## src/rtl/shared_task_arbiter.sv

```systemverilog
// shared_task_arbiter
//   Round-robin shares one three-phase compute unit (LOAD, ADD, MUL) among
//   NREQ requesters. The winner's argument is captured at grant. Only the
//   MUL-phase value is committed to result.
//
//   Optional build macro: SHARED_TASK_PHASE_OBS_EN exposes the ADD-phase
//   scratch value on phase_val/phase_valid in the first MUL cycle.
//
// Ports
//   clk          system clock, rising edge
//   rst          asynchronous active-high reset
//   req[NREQ]    per-requester request level
//   arg[NREQ*DW] packed arguments, requester i at arg[i*DW +: DW]
//   gnt[NREQ]    one-hot grant pulse (first LOAD cycle)
//   done[NREQ]   one-hot completion pulse to the owner (COMMIT cycle)
//   result[DW]   committed result, held until the next commit
//   result_valid high in the COMMIT cycle only
//   busy         high from the grant cycle through the commit cycle
//   phase_val[DW], phase_valid  (SHARED_TASK_PHASE_OBS_EN only)
module shared_task_arbiter #(
   parameter int NREQ = 4,
   parameter int DW   = 4,
   parameter int STEP = 2
) (
   input  logic               clk,
   input  logic               rst,
   input  logic [NREQ-1:0]    req,
   input  logic [NREQ*DW-1:0] arg,
   output logic [NREQ-1:0]    gnt,
   output logic [NREQ-1:0]    done,
   output logic [DW-1:0]      result,
   output logic               result_valid,
`ifdef SHARED_TASK_PHASE_OBS_EN
   output logic [DW-1:0]      phase_val,
   output logic               phase_valid,
`endif
   output logic               busy
);

   localparam int PW = $clog2(NREQ);
   localparam int CW = (STEP > 1) ? $clog2(STEP) : 1;
   localparam logic [CW-1:0] CNT_TOP = CW'(STEP - 1);

   typedef enum logic [2:0] {IDLE, LOAD, ADD, MUL, COMMIT} state_t;

   state_t          state, state_n;
   logic [CW-1:0]   cnt, cnt_n;
   logic [PW-1:0]   ptr, owner, win, win_nxt;
   logic            found;
   logic [DW-1:0]   copy, scratch;
   logic [2*DW-1:0] prod;
   logic            phase_end;
   int              idx;

   assign phase_end = (cnt == '0);
   assign prod      = (2*DW)'(copy) * (2*DW)'(5);
   assign win_nxt   = (win == PW'(NREQ - 1)) ? '0 : win + PW'(1);

   // Rotating priority: scan from ptr upward, wrapping, first asserted wins.
   always_comb begin
      found = 1'b0;
      win   = '0;
      idx   = 0;
      for (int i = 0; i < NREQ; i++) begin
         idx = int'(ptr) + i;
         if (idx >= NREQ) idx = idx - NREQ;
         if (!found && req[idx]) begin
            found = 1'b1;
            win   = PW'(idx);
         end
      end
   end

   always_ff @(posedge clk or posedge rst) begin
      if (rst) begin
         state <= IDLE;
         cnt   <= '0;
      end else begin
         state <= state_n;
         cnt   <= cnt_n;
      end
   end

   always_comb begin
      state_n      = state;
      cnt_n        = cnt;
      gnt          = '0;
      done         = '0;
      result_valid = 1'b0;
      busy         = (state != IDLE);
      case (state)
         IDLE: if (found) begin
            state_n = LOAD;
            cnt_n   = CNT_TOP;
         end
         LOAD, ADD, MUL: begin
            // First LOAD cycle is the only one with the counter at the top.
            if (state == LOAD && cnt == CNT_TOP) gnt[owner] = 1'b1;
            if (phase_end) begin
               cnt_n   = CNT_TOP;
               state_n = (state == LOAD) ? ADD : (state == ADD) ? MUL : COMMIT;
            end else begin
               cnt_n = cnt - CW'(1);
            end
         end
         COMMIT: begin
            done[owner]  = 1'b1;
            result_valid = 1'b1;
            state_n      = IDLE;
         end
         default: state_n = IDLE;
      endcase
   end

   always_ff @(posedge clk or posedge rst) begin
      if (rst) begin
         copy    <= '0;
         owner   <= '0;
         ptr     <= '0;
         scratch <= '0;
         result  <= '0;
      end else begin
         if (state == IDLE && found) begin
            copy  <= arg[int'(win)*DW +: DW];
            owner <= win;
            ptr   <= win_nxt;
         end
         if (state == ADD && phase_end) scratch <= copy + DW'(3);
         // MUL overwrites scratch; result is loaded at the same edge so the
         // committed value is visible in the COMMIT cycle itself.
         if (state == MUL && phase_end) begin
            scratch <= prod[DW-1:0];
            result  <= prod[DW-1:0];
         end
      end
   end

`ifdef SHARED_TASK_PHASE_OBS_EN
   // scratch still holds copy+3 during the first MUL cycle.
   assign phase_valid = (state == MUL) && (cnt == CNT_TOP);
   assign phase_val   = phase_valid ? scratch : '0;
`endif

endmodule

```

## config.mk

```make
export PLATFORM = sky130hd
export DESIGN_NAME = shared_task_arbiter
export DESIGN_NICKNAME = d
export VERILOG_FILES = /design/src/rtl/shared_task_arbiter.sv
export SDC_FILE = /design/constraint.sdc
export NUM_CORES = 1
export LEC_CHECK = 0
export ABC_AREA = 1
export CELL_PAD_IN_SITES_DETAIL_PLACEMENT = 1
export CELL_PAD_IN_SITES_GLOBAL_PLACEMENT = 2
export CORE_MARGIN = 2
export CORE_UTILIZATION = 25
export DETAILED_ROUTE_END_ITERATION = 7
export PLACE_DENSITY_LB_ADDON = 0.15
export RECOVER_POWER = 100
export SYNTH_ARGS = -nofsm -noshare
export SYNTH_HDL_FRONTEND = slang
export SYNTH_SLANG_ARGS = --single-unit
```

## constraint.sdc

```tcl
create_clock -name clk -period 3 [get_ports clk]
set_input_delay 0.3 -clock clk [delete_from_list [all_inputs] [get_ports clk]]
set_output_delay 0.3 -clock clk [all_outputs]
set_load 0.01 [all_outputs]
```

==> results.py <==
metrics = {
    "run_status": {
        "status": "complete, no violations",
    },
    "global_route": {
        "grt_pass1_wl_um": 5880,
        "grt_pass1_vias": 1323,
        "grtUsageTotal": 0.137,
        "antenna_found_initial": 0,
        "overflow": 0,
        "grt_max_degree": 17,
    },
    "pwr": {
        "leakage_nw": 0.881,
        "p_comb_frac": 0.652,
        "netSwitchingPower_mw": 0.925,
        "seq_power_share": 0.240,
        "p_int_mw": 0.843,
        "switching_share": 0.523,
        "ir_drop_mv": 0.362,
        "p_total_mw": 1.77,
        "p_clk_frac": 0.107,
        "power_density_nw_per_um2": 1090,
    },
    "worst_setup_path": {
        "r2r_cells": 13,
        "cp_max_fo": 12,
        "arrival_ps": 2480,
        "critPathLaunchType": "flop",
        "critPathCaptureType": "flop",
        "crit_type": "flop to flop",
        "crit_required_ps": 3130,
        "rrSetupSlack_ps": 650,
    },
    "detailed_routing": {
        "wl_per_cell_um": 11.9,
        "vias": 1280,
        "drt_iter0_markers": 49,
        "avgViaCountPerCell": 4.52,
        "drc_errors": 0,
        "first_pass_iters": 4,
        "drtAntennaViolNets": 0,
        "drt_wl_total_um": 3370,
    },
    "timing": {
        "hold_viol": 0,
        "grt_setup_unrepaired": "false",
        "min_period_over_period": 0.784,
        "whs_ps": 471,
        "setup_ws_ps": 648,
        "tns_ps": 0,
        "final-setup-viol-count": 0,
        "fmax_ghz": 0.425,
        "tightestPinTransition_ps": 612,
        "slew_violations": 0,
        "slew_headroom": 0.592,
        "skew_ps": 1.61,
        "fin_crit_ps": 2350,
    },
    "place": {
        "place_ws_ps": 762,
        "gp_congestion": 0.772,
        "placed_cells": 279,
        "hpwl_um": 2840,
        "place_area_um2": 1590,
        "port_buffers": 35,
    },
    "synthesis": {
        "synth_seq_cells": 16,
        "synth.avg_cell_area_um2": 6.20,
        "synth-edff-count": 0,
        "ys_seq_area_frac": 0.336,
        "synthFlopType": "dfrtp_1",
        "synth_nets": 215,
        "syn_area_um2": 1190,
        "yosys_warnings": 0,
        "synth.area.top_cells": "dfrtp_1 (34%), nand2_1 (26%), inv_1 (8.8%)",
        "synth_common_cells": "nand2_1 (83), inv_1 (28), nor2_1 (17)",
        "async_flop_share": 1.00,
        "synth_top_area_frac": 0.336,
        "synth_cell_types": 23,
        "synth.most_common_cell": "nand2_1",
        "synth_cells": 192,
        "yosys.area.top_type": "dfrtp_1",
    },
    "layout": {
        "area_growth_pct": 35.8,
        "design_area_um2": 1620,
        "fin_cells": 283,
        "num-fill-cells": 617,
        "finalCoreUtilization": 0.347,
        "num_antenna_cells": 0,
        "final_nets": 253,
        "drive_gt1_frac": 0.0524,
    },
    "die": {
        "design.die.area_um2": 5330,
        "die_w_um": 73.0,
        "pin_count": 36,
        "die_h_um": 73.0,
        "core_area_um2": 4660,
        "start_util": 0.255,
        "num_rows": 25,
    },
    "clock_network": {
        "htree_levels": 1,
        "cts_sinks": 16,
        "path_clk_slew_ps": 60,
        "cts_buffers": 3,
        "cts_hold_buf": 0,
        "cts_resized": 0,
        "cts-root-buf": "clkbuf_8",
        "clk_path_buf_depth": 2,
        "tritoncts": "yes",
        "postCtsSetupRepairBufs": 0,
        "clock_latency_ps": 240,
    },
    "min_path": {
        "hold_path_depth": 2,
        "hp-class": "flop to flop",
    },
    "run": {
        "cap_violations": 0,
    },
}
cells by family after synthesis:
| group | count (synthesis) | share of synthesized area |
|---|---|---|
| fa+ha+maj | 1 | 0.0105 |
| buf+inv | 32 | 0.118 |
| simple gates | 129 | 0.467 |
| compound gates | 12 | 0.0536 |
| xor+xnor | 2 | 0.0147 |
| flops | 16 | 0.336 |
placed cells by master, fill, tap and decap left out, types with 2 or more instances in the layout:
cell,netlist,layout
nand2_1,83,85
inv_1,28,28
clkdlybuf4s50_1,0,20
nor2_1,17,18
dfrtp_1,16,16
nand3_1,14,15
dlygate4sd3_1,0,15
o21ai_0,4,5
a21oi_1,5,5
clkbuf_8,0,4
nand2_2,5,3
nor3_1,3,3
nor2_2,2,2
nand4_1,2,2
critical path: stages, from the launching register on:
cell and delay, ps:
dfrtp_1 610, inv_6 90, nand2_1 90, nand2_2 90, nand2_1 100, nand2_2 50
nor2_1 210, nand3_1 260, nand3_2 290, inv_1 160, nand2_1 90, nand2_1 50
nand2_1 70, nand3_1 60
power by group through the flow:
| stage | combinational [mW] | clock, mW | sequential, mW |
|---|---|---|---|
| after floorplan | 0.944 | 0 | 0.399 |
| after global placement | 1.21 | 0 | 0.426 |
| after detailed placement | 1.24 | 0 | 0.430 |
| after CTS | 1.24 | 0.196 | 0.429 |
| after global routing | 1.34 | 0.208 | 0.443 |
| final | 1.15 | 0.190 | 0.425 |
sequential cells by signal, summed over array words and instances (netlist names):
register / cells
copy: 4
owner: 2
state: 3
cnt: 1
ptr: 2
result: 4
path summary, 6_finish.rpt:
check	startpoint	endpoint
worst max-delay path	ptr[0]$_DFFE_PP0P_	copy[3]$_DFFE_PP0P_
worst max register to register	ptr[0]$_DFFE_PP0P_	copy[3]$_DFFE_PP0P_
max in group asynchronous	rst	copy[2]$_DFFE_PP0P_
worst min register to register	result[1]$_DFFE_PP0P_	result[1]$_DFFE_PP0P_
min in group asynchronous	rst	result[0]$_DFFE_PP0P_
worst min-delay path	result[1]$_DFFE_PP0P_	result[1]$_DFFE_PP0P_
area by class of cell:
class	instances	area, um2	share of cell area
Multi-Input combinational cell	144	624	0.387
Sequential cell	16	400	0.248
Timing Repair Buffer	35	350	0.217
Inverter	30	118	0.0728
Tap cell	54	67.6	0.0418
Clock buffer	4	55.1	0.0341
per-layer routing:
metal  vias to the layer above  share of wire  global-route usage  wire length [um]
li1                        659              -                   -                 -
met5                         -              0                   0                 0
met1                       605           0.48               0.181              1630
met2                        14           0.49               0.234              1660
met3                         2          0.015              0.0124                52
met4                         0         0.0074              0.0432                25
(Power assumes the default switching activity.)
